==> src/rtl/calib_packet_mc.sv <==
// calib_packet_mc: multi-channel calibration packetiser for the TDC path.
// Filters per-shot samples by channel, serialises each record MSB-first
// into a ping-pong packet RAM and hands filled banks to the sender.
//
// Ports:
//   i_clk, i_rst_n          clock, async active-low reset
//   i_calibrate_flag        session enable (level)
//   i_newsig_sync           sample strobe (1 cycle)
//   i_rise_data/i_fall_data TDC edges, DATA_W bits
//   i_code_angle            encoder angle
//   i_tdc_lasernum          laser index
//   i_chan_mask             per-channel accept mask
//   i_packet_dots           dots per packet (0 or >DOTS_MAX -> DOTS_MAX)
//   i_cali_pointnum         accepted samples per session
//   i_busy                  sender still reading the outgoing bank
//   o_calib_wren/wrdata/wraddr  packet RAM byte write port
//   o_calib_pingpang        bank select, toggles on every make
//   o_calib_points          dots in the released packet
//   o_calib_make            packet ready pulse
//   o_calib_cycle_done      session complete pulse
//   o_drop_cnt              saturating count of strobes seen while busy
//   o_active                FSM not idle
module calib_packet_mc #(
    parameter int DATA_W      = 16,
    parameter int CH_W        = 4,
    parameter int NCH         = 4,
    parameter int DOTS_MAX    = 100,
    parameter int ADDR_W      = 10,
    parameter int TIMEOUT_CYC = 4096
) (
    input  logic              i_clk,
    input  logic              i_rst_n,
    input  logic              i_calibrate_flag,
    input  logic              i_newsig_sync,
    input  logic [DATA_W-1:0] i_rise_data,
    input  logic [DATA_W-1:0] i_fall_data,
    input  logic [15:0]       i_code_angle,
    input  logic [CH_W-1:0]   i_tdc_lasernum,
    input  logic [NCH-1:0]    i_chan_mask,
    input  logic [15:0]       i_packet_dots,
    input  logic [15:0]       i_cali_pointnum,
    input  logic              i_busy,
    output logic              o_calib_wren,
    output logic [7:0]        o_calib_wrdata,
    output logic [ADDR_W-1:0] o_calib_wraddr,
    output logic              o_calib_pingpang,
    output logic [15:0]       o_calib_points,
    output logic              o_calib_make,
    output logic              o_calib_cycle_done,
    output logic [15:0]       o_drop_cnt,
    output logic              o_active
);

    localparam int REC_W     = 2 * DATA_W + 32;
    localparam int REC_BYTES = REC_W / 8;
    localparam int K_W       = $clog2(REC_BYTES + 1);
    localparam int TO_W      = $clog2(TIMEOUT_CYC + 1);

    typedef enum logic [2:0] {
        S_IDLE,
        S_WAIT,
        S_WRITE,
        S_CLOSE,
        S_HOLD,
        S_MAKE,
        S_DONE
    } state_t;

    state_t state;
    state_t state_d;

    logic [15:0]       pkt_size;
    logic [15:0]       dot_cnt;
    logic [15:0]       sess_cnt;
    logic [REC_W-1:0]  rec_sr;
    logic [K_W-1:0]    byte_k;
    logic [ADDR_W-1:0] byte_addr;
    logic [TO_W-1:0]   idle_cnt;
    logic [1:0]        done_cnt;
    logic              done_flag;

    logic              lane_ok;
    logic              accept;
    logic              to_hit;
    logic              fire;
    logic              drop_evt;
    logic              sess_full;
    logic              last_byte;
    logic [15:0]       eff_size;

    // State register
    always_ff @(posedge i_clk or negedge i_rst_n) begin
        if (!i_rst_n) begin
            state <= S_IDLE;
        end else begin
            state <= state_d;
        end
    end

    // Next-state logic
    always_comb begin
        state_d = state;
        unique case (state)
            S_IDLE: begin
                if (i_calibrate_flag) state_d = S_WAIT;
            end
            S_WAIT: begin
                if (!i_calibrate_flag) state_d = S_IDLE;
                else if (accept)       state_d = S_WRITE;
                else if (to_hit)       state_d = S_MAKE;
            end
            S_WRITE: begin
                if (last_byte) state_d = S_CLOSE;
            end
            S_CLOSE: begin
                if (sess_full)                state_d = S_MAKE;
                else if (dot_cnt >= pkt_size) state_d = S_MAKE;
                else if (!i_calibrate_flag)   state_d = S_IDLE;
                else                          state_d = S_WAIT;
            end
            S_MAKE, S_HOLD: begin
                if (i_busy)         state_d = S_HOLD;
                else if (done_flag) state_d = S_DONE;
                else                state_d = S_WAIT;
            end
            S_DONE: begin
                if (done_cnt == 2'd3) state_d = S_IDLE;
            end
            default: state_d = S_IDLE;
        endcase
    end

    // Control decode for the datapath
    always_comb begin
        lane_ok = 1'b0;
        for (int i = 0; i < NCH; i++) begin
            if (int'(i_tdc_lasernum) == i && i_chan_mask[i]) lane_ok = 1'b1;
        end
        accept = (state == S_WAIT) && i_calibrate_flag
               && i_newsig_sync && lane_ok;
        to_hit = (state == S_WAIT) && (dot_cnt != 16'd0)
               && (idle_cnt == TO_W'(TIMEOUT_CYC - 1));
        fire = ((state == S_MAKE) || (state == S_HOLD)) && !i_busy;
        drop_evt = i_newsig_sync
                 && (state inside {S_WRITE, S_CLOSE, S_HOLD, S_MAKE, S_DONE});
        sess_full = (sess_cnt >= i_cali_pointnum);
        last_byte = (byte_k == K_W'(REC_BYTES - 1));
        if (i_packet_dots == 16'd0 || i_packet_dots > 16'(DOTS_MAX))
            eff_size = 16'(DOTS_MAX);
        else
            eff_size = i_packet_dots;
    end

    // Registered datapath and outputs
    always_ff @(posedge i_clk or negedge i_rst_n) begin
        if (!i_rst_n) begin
            o_calib_wren       <= 1'b0;
            o_calib_wrdata     <= 8'h00;
            o_calib_wraddr     <= '0;
            o_calib_pingpang   <= 1'b0;
            o_calib_points     <= 16'(DOTS_MAX);
            o_calib_make       <= 1'b0;
            o_calib_cycle_done <= 1'b0;
            o_drop_cnt         <= 16'd0;
            o_active           <= 1'b0;
            pkt_size           <= 16'(DOTS_MAX);
            dot_cnt            <= 16'd0;
            sess_cnt           <= 16'd0;
            rec_sr             <= '0;
            byte_k             <= '0;
            byte_addr          <= '0;
            idle_cnt           <= '0;
            done_cnt           <= 2'd0;
            done_flag          <= 1'b0;
        end else begin
            o_calib_wren       <= 1'b0;
            o_calib_make       <= 1'b0;
            o_calib_cycle_done <= 1'b0;
            o_active           <= (state_d != S_IDLE);
            if (drop_evt && o_drop_cnt != 16'hFFFF)
                o_drop_cnt <= o_drop_cnt + 16'd1;
            unique case (state)
                S_IDLE: begin
                    dot_cnt    <= 16'd0;
                    sess_cnt   <= 16'd0;
                    byte_addr  <= '0;
                    o_drop_cnt <= 16'd0;
                    idle_cnt   <= '0;
                    done_cnt   <= 2'd0;
                    done_flag  <= 1'b0;
                    pkt_size   <= eff_size;
                end
                S_WAIT: begin
                    if (accept) begin
                        rec_sr   <= {i_rise_data, i_fall_data,
                                     i_code_angle, 16'(i_tdc_lasernum)};
                        dot_cnt  <= dot_cnt + 16'd1;
                        sess_cnt <= sess_cnt + 16'd1;
                        idle_cnt <= '0;
                        byte_k   <= '0;
                    end else if (dot_cnt != 16'd0) begin
                        // Idle time only matters once a partial packet exists
                        idle_cnt <= idle_cnt + 1'b1;
                    end
                end
                S_WRITE: begin
                    o_calib_wren   <= 1'b1;
                    o_calib_wrdata <= rec_sr[REC_W-1 -: 8];
                    o_calib_wraddr <= byte_addr;
                    byte_addr      <= byte_addr + 1'b1;
                    rec_sr         <= {rec_sr[REC_W-9:0], 8'h00};
                    byte_k         <= byte_k + 1'b1;
                end
                S_CLOSE: begin
                    if (sess_full) done_flag <= 1'b1;
                end
                S_MAKE, S_HOLD: begin
                    if (!i_busy) begin
                        o_calib_points     <= dot_cnt;
                        o_calib_pingpang   <= ~o_calib_pingpang;
                        o_calib_make       <= 1'b1;
                        o_calib_cycle_done <= done_flag;
                        dot_cnt            <= 16'd0;
                        byte_addr          <= '0;
                        idle_cnt           <= '0;
                        done_cnt           <= 2'd0;
                    end
                end
                S_DONE: begin
                    done_cnt <= done_cnt + 2'd1;
                end
                default: ;
            endcase
        end
    end

endmodule

==> config.mk <==
export PLATFORM = sky130hd
export DESIGN_NAME = calib_packet_mc
export DESIGN_NICKNAME = d
export VERILOG_FILES = /design/src/rtl/calib_packet_mc.sv
export SDC_FILE = /design/constraint.sdc
export NUM_CORES = 1
export LEC_CHECK = 0
export ABC_AREA = 0
export CORE_MARGIN = 3
export CORE_UTILIZATION = 35
export CTS_CLUSTER_DIAMETER = 40
export DETAILED_ROUTE_END_ITERATION = 16
export HOLD_SLACK_MARGIN = 0.15
export SETUP_SLACK_MARGIN = 0.4
export SLEW_MARGIN = 20
export SYNTH_ARGS = -nofsm -noshare
export SYNTH_HDL_FRONTEND = slang
export SYNTH_SLANG_ARGS = --single-unit
==> constraint.sdc <==
create_clock -name i_clk -period 3.6 [get_ports i_clk]
set_input_delay 0.36 -clock i_clk [delete_from_list [all_inputs] [get_ports i_clk]]
set_output_delay 0.36 -clock i_clk [all_outputs]
set_load 0.02 [all_outputs]
Word-level counts from Yosys, hierarchy flattened
Cells that the tools add are included.
{"block": "totals", "reg_bits": 200, "out_inout_bits": 55, "wordCells": 125}
{"block": "classes", "n_addsub": 7, "magnitude_cmp": 3, "n_eq_ne": 17, "muxes": 43, "bitwise_logic": 2, "reduce_logical": 34}
{"op": "one-hot mux 64 bit (2 select lines)", "n": 1}
{"op": "two-way mux 16 bit", "n": 6}
{"op": "two-way mux 64 bit", "n": 1}
{"op": "adder 16 x 1 -> 16 bit (second input constant)", "n": 3}
{"op": "one-hot mux 16 bit (3 select lines)", "n": 1}
{"op": "two-way mux 13 bit", "n": 3}
{"op": "one-hot mux 13 bit (3 select lines)", "n": 1}
{"op": "greater-or-equal comparator 16 bit", "n": 2}
{"op": "one-hot mux 16 bit (2 select lines)", "n": 1}
{"op": "two-way mux 3 bit", "n": 10}
{"op": "one-hot mux 10 bit (3 select lines)", "n": 1}
{"op": "one-hot mux 3 bit (6 select lines)", "n": 1}
{"op": "> comparator 16 x 7 -> 1 bit (second input constant)", "n": 1}
{"op": "logical NOT 16 bit", "n": 1}
{"op": "!= test 16 bit (second input constant)", "n": 1}
{"op": "nonzero test 16 bit", "n": 1}
{"op": "adder 13 x 1 -> 13 bit (second input constant)", "n": 1}
{"op": "== test 13 x 12 -> 1 bit (second input constant)", "n": 1}
{"op": "== test 4 x 3 -> 1 bit (second input constant)", "n": 3}
{"op": "AND reduction 2 bit", "n": 6}
{"op": "nonzero test 3 bit", "n": 4}
{"op": "logical AND 1 bit", "n": 11}
{"op": "two-way mux 1 bit", "n": 11}
{"op": "adder 10 x 1 -> 10 bit (second input constant)", "n": 1}
{"op": "other kinds (23)", "n": 33}

Longest topological paths before layout
Gate-level depths: netlist (run 1).
{"block": "depth", "word_depth": 11, "depth_mapped": 9}

Worst setup path after synthesis (run 1)
No wires, ideal clock.
{"block": "synth_path", "path_type": "reg-to-reg", "from": "reg sess_cnt[1]", "to": "reg o_active", "arrival_ns": 1.967, "setup_slack_ns": 1.482, "stages_incl_launch_ff": 8, "synth_period_minus_slack_ns": 2.118, "cell_sequence": "dfrtp_1 ha_1 nor2b_1 o211a_1 o311ai_0 nand4_1 o41ai_1 nand3_1"}
{"block": "synth_via", "elab_chain_cells": 4}
{"item": "start, declared", "line": "74", "rtl": "logic [15:0] sess_cnt;"}
{"item": "start signal, assigned", "line": "198", "rtl": "sess_cnt <= sess_cnt + 16'd1;"}
{"item": "greater-or-equal comparator 16 bit", "line": "146", "rtl": "sess_full = (sess_cnt >= i_cali_pointnum);"}
{"item": "two-way mux 3 bit", "line": "116", "rtl": "if (sess_full) state_d = S_MAKE;"}
{"item": "one-hot mux 3 bit (6 select lines)", "line": "103", "rtl": "unique case (state)"}
{"item": "nonzero test 3 bit", "line": "179", "rtl": "o_active <= (state_d != S_IDLE);"}
{"item": "end signal, assigned", "line": "179"}
{"item": "end, declared", "line": "51", "rtl": "output logic o_active"}
Every way passes these cells.
A chain may end at the register's enable or synchronous reset.

Worst setup path after layout (run 1)
{"block": "layout_path", "from": "reg state[1]", "to": "reg byte_k[3]"}
{"block": "layout_via", "elab_chain_cells": 6, "word_cells_on_any_way": 9, "classes_between": "3 x eq/ne; 1 x mux; 5 x reduce/logical"}
{"item": "start, declared", "line": "69", "rtl": "state_t state;"}
{"item": "start signal, assigned", "line": "96", "rtl": "state <= state_d;"}
{"item": "== test 3 x 1 -> 1 bit", "line": "139, 182"}
{"item": "logical AND 1 bit", "line": "139", "rtl": "accept = (state == S_WAIT) && i_calibrate_flag"}
{"item": "logical AND 1 bit (2 in series)", "line": "140", "rtl": "&& i_newsig_sync && lane_ok;"}
{"item": "!= test 2 bit (no line)"}
{"item": "AND reduction 2 bit (no line)"}
{"item": "end signal, assigned", "line": "212", "rtl": "byte_k <= byte_k + 1'b1;"}
{"item": "end, declared", "line": "76", "rtl": "logic [K_W-1:0] byte_k;"}
Parallel ways exist; a longest one is shown, timed or not.

==> results of run 1 <==
## stage by stage
step                      setup slack [ps]  utilization  power (mW)  cell area, µm²
final                                938.2       0.4505       5.655           11810
after global routing                 698.3       0.4505       5.978           11810
after global placement               756.1       0.4273       3.784           11200
after CTS                            950.4       0.4505       5.714           11810
after detailed placement             695.3       0.4273       3.807           11200
after floorplan                       1482            -       3.349            9387
## how the worst max path moves through the flow
stage	from	cells after the start	end	slack [ps]
2_1_floorplan	sess_cnt[1]	7	o_active	1480
3_3_place_gp	i_cali_pointnum[1]	9	o_active	760
3_5_place_dp	i_cali_pointnum[1]	9	state[0]	700
6_report	state[1]	7	byte_k[3]	940
4_1_cts	state[1]	6	pkt_size[1]	950
5_1_grt	state[1]	7	o_active	700
## flip-flops by register name, indices dropped and copies added, names as in the netlist, 2 cells and up
name	cells
rec_sr	56
dot_cnt	16
o_calib_points	16
o_drop_cnt	16
pkt_size	16
sess_cnt	16
idle_cnt	13
byte_addr	10
o_calib_wraddr	10
o_calib_wrdata	8
byte_k	4
state	3
done_cnt	2
## layout make-up
| class | count | area share |
|---|---|---|
| Clock buffer | 18 | 0.03635 |
| Inverter | 45 | 0.01431 |
| Timing Repair Buffer | 157 | 0.1337 |
| Sequential cell | 192 | 0.4076 |
| Multi-Input combinational cell | 724 | 0.3582 |
| Tap cell | 335 | 0.03551 |
| Clock inverter | 14 | 0.01431 |
## worst register-to-register path: stages (launching register included)
cell	delay, ps
dfrtp_1	600
or3b_4	540
nor2_1	210
and3_2	220
buf_4	500
nor2_1	170
o21ai_0	200
o21ai_0	100
## cells in the mapped netlist (2+ instances only)
master	number	area [µm²]
or3_1	14	87.58
and4_1	7	61.31
nor3b_1	3	22.52
clkbuf_1	29	108.9
or3b_1	2	17.52
and2_1	5	31.28
nand3_1	32	160.2
dfstp_2	6	157.7
nand2_1	205	769.5
a22o_1	8	70.07
mux2_2	15	168.9
mux2i_1	3	30.03
dfrtp_1	186	4654
nor2_1	117	439.2
nor2b_1	4	25.02
a211oi_1	2	15.01
and3_1	10	62.56
o311ai_0	2	17.52
nor4_1	2	12.51
o31ai_1	4	30.03
o211a_1	2	20.02
xnor2_1	13	113.9
o21a_1	2	15.01
buf_2	12	60.06
o211ai_1	3	22.52
nand4_1	22	137.6
nor4b_2	2	30.03
nand2b_1	2	12.51
ha_1	40	500.5
a21o_1	6	45.04
xor2_1	30	262.8
nor3_1	9	45.04
o21ai_0	46	230.2
inv_1	44	165.2
buf_1	4	15.01
a31oi_1	48	300.3
a21oi_1	40	200.2
## routing by layer
layer	share of wire	wire, µm
met5	0	0
met4	0.0092	215
met1	0.49	11290
met3	0.039	897
met2	0.47	10870
## logic make-up (layout without fill, tap and decap cells)
group                    after synthesis  count (layout)  share of synthesized area
adder cells (fa/ha/maj)               40              40                    0.05332
multiplexers                          18              18                    0.02119
AO/OA/AOI/OAI                        178             178                     0.1198
AND/OR/NAND/NOR                      445             445                     0.2141
buffers and inverters                 91             234                    0.03879
XOR/XNOR                              43              43                    0.04012
flip-flops                           192             192                     0.5127
## power groups by stage
stage	Sequential, mW	Combinational [mW]	Clock (mW)
after detailed placement	2.80	1.01	0
after CTS	2.76	1.01	1.94
after floorplan	2.80	0.554	0
after global placement	2.80	0.988	0
final	2.76	0.996	1.90
after global routing	2.82	1.14	2.02
==> out/results.ini, run 1 <==
[outcome]
outcome=completed

[worst_setup_path]
r2r_setup_slack_ps=940
reg2reg_depth=7
crit_family=simple AND/OR/NAND/NOR gates
worst_setup_path_end_kind=register
required_ps=3900
timing.critical_path.buf_inv=1
setup.worst_path.start_class=register
worstPathCellList=or3b_4 > nor2_1 > and3_2 > buf_4 > nor2_1 > o21ai_0 > o21ai_0
max_stage_delay_ps=600
worstSetupPathType=register to register
arrival_ps=2960
rr_endpoint=byte_k[3]
slowest_stage=dfrtp_1
rr_startpoint=state[1]
path_max_fanout=59

[floorplan]
die_h_um=169.8
rows=59
die_w_um=169.8
pin_count=148
start_util=0.3582
dieArea_um2=28820
core_um2=26210

[pwr]
p_sw_mw=1.750
p_int_mw=3.906
power.share.clock=0.335
peakVddDrop_uv=284.5
swShare=0.3094
seq_power_share=0.488
combPwrFrac=0.176
p_per_area_nw_per_um2=479.1
leakage_nw=5.315

[sta]
slew_viol_final=0
post-route-min-period_ps=2662
rsz0062_at_grt=false
maxSlewHeadroom=0.4157
fmax_ghz=0.3757
finalCritPeriodShare=0.7394
hold_slack_ps=460.8
finalHoldViolCount=0
finalSetupViolCount=0
tns_ps=0
worst_pin_slew_ps=876.4
fin_skew_ps=22.45

[global_route]
use_met3=0.02842
grt_usage=0.1631
use_met1=0.2332
met2_usage=0.2597
busiest_layer=met2
overflow=0
antenna_found_initial=0
grt_max_degree=105
grt_pass1_wl_mm=38.58
grt_pass1_vias=7444

[synthesis]
avgSynthCellArea_um2=9.321
synthFlopType=dfrtp_1
synth_nets=1140
synth-async-reset-ratio=1.000
syn_inst=1007
synth-seq-area-share=0.5127
ys_ff_latch=192
ys_types=63
ys_warn_count=0
synth_area_um2=9387
synth_enable_flop_cells=0

[drt]
ant_nets=0
wire_per_inst_um=15.67
via_per_inst=5.074
via_count=7535
firstDrtPassIters=5
drt-total-wl_mm=23.27
first_iter_violations=464
drc_errors=0

[clocking]
cts_tree=yes
ctsLongestPathBuffers=2
cts.clk_slew.worst_paths_ps=80
clk_latency_ps=440
cts_buffers=17
cts_resized=0
cts-root-buf=clkbuf_16
postCtsHoldBufs=1
cts.sinks=192
post-cts-setup-buffers=0
htree_levels=4

[finish]
antenna_cells=0
fin_cells=1485
regArea_um2=4812
final_cell_mix=nand2_1 (204), dfrtp_1 (186), clkdlybuf4s50_1 (146)
final_common_cell=nand2_1
fill_cells=2497
syn2layout_area_growth_pct=25.77
drive_gt1_frac=0.06783
layout.nets=1270
multi_input_area_um2=4229

[min_path]
min_from=rec_sr[61]
hold_depth=2
min_to=o_calib_wrdata[5]
hold_path_class=register to register

[place]
place_congestion=0.8092
place_inst=1452
port_buffers=147
dp.final_hpwl_mm=15.99

[job]
maxCapViolations=0

(Power assumes the default switching activity.)
==> run 2: changes to the inputs <==
clock period = 2.62 ns   (was 3.6 ns; I/O delays follow)
==> out/results.ini, run 2 (synthesis gave the netlist of run 1 again) <==
[clocking]
cts.clk_slew.worst_paths_ps=90  ; about the same
htree_levels=4  ; unchanged
cts_buffers=17  ; unchanged
ctsLongestPathBuffers=2  ; unchanged
cts-root-buf=clkbuf_16
cts.sinks=192  ; unchanged
cts_tree=yes
clk_latency_ps=440  ; about the same

[floorplan]
dieArea_um2=28820  ; unchanged
start_util=0.3582  ; unchanged
die_w_um=169.8  ; unchanged
pin_count=148  ; unchanged
die_h_um=169.8  ; unchanged
rows=59  ; unchanged
core_um2=26210  ; unchanged

[sta]
fin_skew_ps=21.72  ; -0.7259 ps
worst_pin_slew_ps=566.3  ; -310.2 ps
finalHoldViolCount=0  ; unchanged
finalCritPeriodShare=0.8151  ; +0.07571
finalSetupViolCount=0  ; unchanged
maxSlewHeadroom=0.6225  ; +0.2068
fmax_ghz=0.4683  ; +25%
slew_viol_final=0  ; unchanged
hold_slack_ps=374.2  ; -86.60 ps
rsz0062_at_grt=true
post-route-min-period_ps=2136  ; -526.2 ps

[worst_setup_path]
worstSetupPathType=register to register
path_max_fanout=14  ; -76%
worst_setup_path_end_kind=register
arrival_ps=2470  ; -490 ps
required_ps=2950  ; -950 ps
setup.worst_path.start_class=register

[drt]
via_per_inst=5.073  ; about the same
firstDrtPassIters=5  ; unchanged
drt-total-wl_mm=23.82  ; +2.3%
ant_nets=0  ; unchanged
drc_errors=0  ; unchanged
first_iter_violations=553  ; +19%
wire_per_inst_um=15.69  ; +0.12%
via_count=7701  ; +2.2%

[finish]
regMostFlops=rec_sr
syn2layout_area_growth_pct=29.94
largest_reg_flops=56  ; unchanged
fill_cells=2498  ; +0.040%
final_common_cell=nand2_1
final_util=0.4654  ; +0.01494
drive_gt1_frac=0.1040  ; +0.03615
fin_area_um2=12200  ; +3.3%
final_cell_mix=nand2_1 (204), dfrtp_1 (184), clkdlybuf4s50_1 (146)
antenna_cells=0  ; unchanged
layout.nets=1303  ; +2.6%

[place]
place_congestion=0.8824  ; +9.0%
dp.final_hpwl_mm=16.20  ; +1.3%
place_area_um2=11390  ; +1.8%
port_buffers=147  ; unchanged

[pwr]
total_power_mw=7.993  ; +41%
p_per_area_nw_per_um2=655.4  ; +37%
peakVddDrop_uv=334.7  ; +18%
leakage_nw=5.526  ; +4.0%

[global_route]
grt_pass1_vias=7262  ; -2.4%
grt_usage=0.1620  ; -0.001081
grt_max_degree=65  ; -38%
antenna_found_initial=0  ; unchanged
overflow=0  ; unchanged
grt_pass1_wl_mm=38.22  ; -0.95%

[min_path]
hold_path_class=input port to async pin

[job]
maxCapViolations=0  ; unchanged

[outcome]
outcome=completed

run 2: cell count changes in the layout (fill, tap and decap cells not counted), sizes merged:
cell / before / now
clkbuf: 19 / 20
buf: 9 / 41
clkinv: 8 / 7
clkinvlp: 1 / 0
inv: 50 / 52
run 2: path summary, 6_finish.rpt:
path	startpoint	endpoint	slack, ps	depth (start not counted)
min	i_rst_n	rec_sr[44]	370	2
min reg2reg	rec_sr[56]	o_calib_wrdata[0]	470	2
max reg2reg	state[1]	dot_cnt[8]	480	7
max	state[1]	dot_cnt[8]	480	7
min in group i_clk	i_code_angle[4]	rec_sr[20]	370	3
max in group asynchronous	i_rst_n	pkt_size[6]	1470	3
run 2: routing by layer:
metal,up-vias,GRT usage,wire [µm]
li1,3789,-,-
met1,3769,0.2385,11660
met2,132,0.2533,11230
met3,11,0.03145,775
met4,0,0.02596,157
met5,-,0,0
run 2: power breakdown:
group | switching, mW | internal, mW | total, mW
logic | 0.817 | 0.702 | 1.52
clock network | 1.36 | 1.33 | 2.69
registers | 0.306 | 3.47 | 3.78
total | 2.48 | 5.51 | 7.99
run 2: cell type report:
class | count | area [µm²] | area share
Multi-Input combinational cell | 724 | 4297 | 0.3523
Tap cell | 335 | 419.2 | 0.03437
Sequential cell | 192 | 4815 | 0.3947
Timing Repair Buffer | 190 | 1876 | 0.1538
Clock inverter | 14 | 182.7 | 0.01498
Inverter | 45 | 168.9 | 0.01385
Clock buffer | 18 | 439.2 | 0.03601
run 2: critical path: stages, from the launching register on:
cell     delay [ps]
dfrtp_1         460
buf_4           220
or3b_4          440
a21oi_1         150
a31o_2          200
or3b_1          370
xor2_1          140
nor2_1           50
run 2: repair_timing:
item / in CTS / in global routing
gates resized for setup: 6 / 11
setup endpoints to repair: 7 / 12
endpoints found under the hold margin: 60 / 0
buffers inserted: 2 / 7
hold buffers: 1 / 0
cloned: 0 / 1
pin swaps: 2 / 6
run 2: through the flow:
step | setup slack [ps] | instances | setup TNS [ps]
after global routing | 370.5 | 1518 | 0
after global placement | -81.40 | 1475 | -228.7
after floorplan | 502.4 | 1007 | 0
after CTS | 410.1 | 1510 | 0
final | 484.4 | 1518 | 0
after detailed placement | -160.1 | 1475 | -475.4
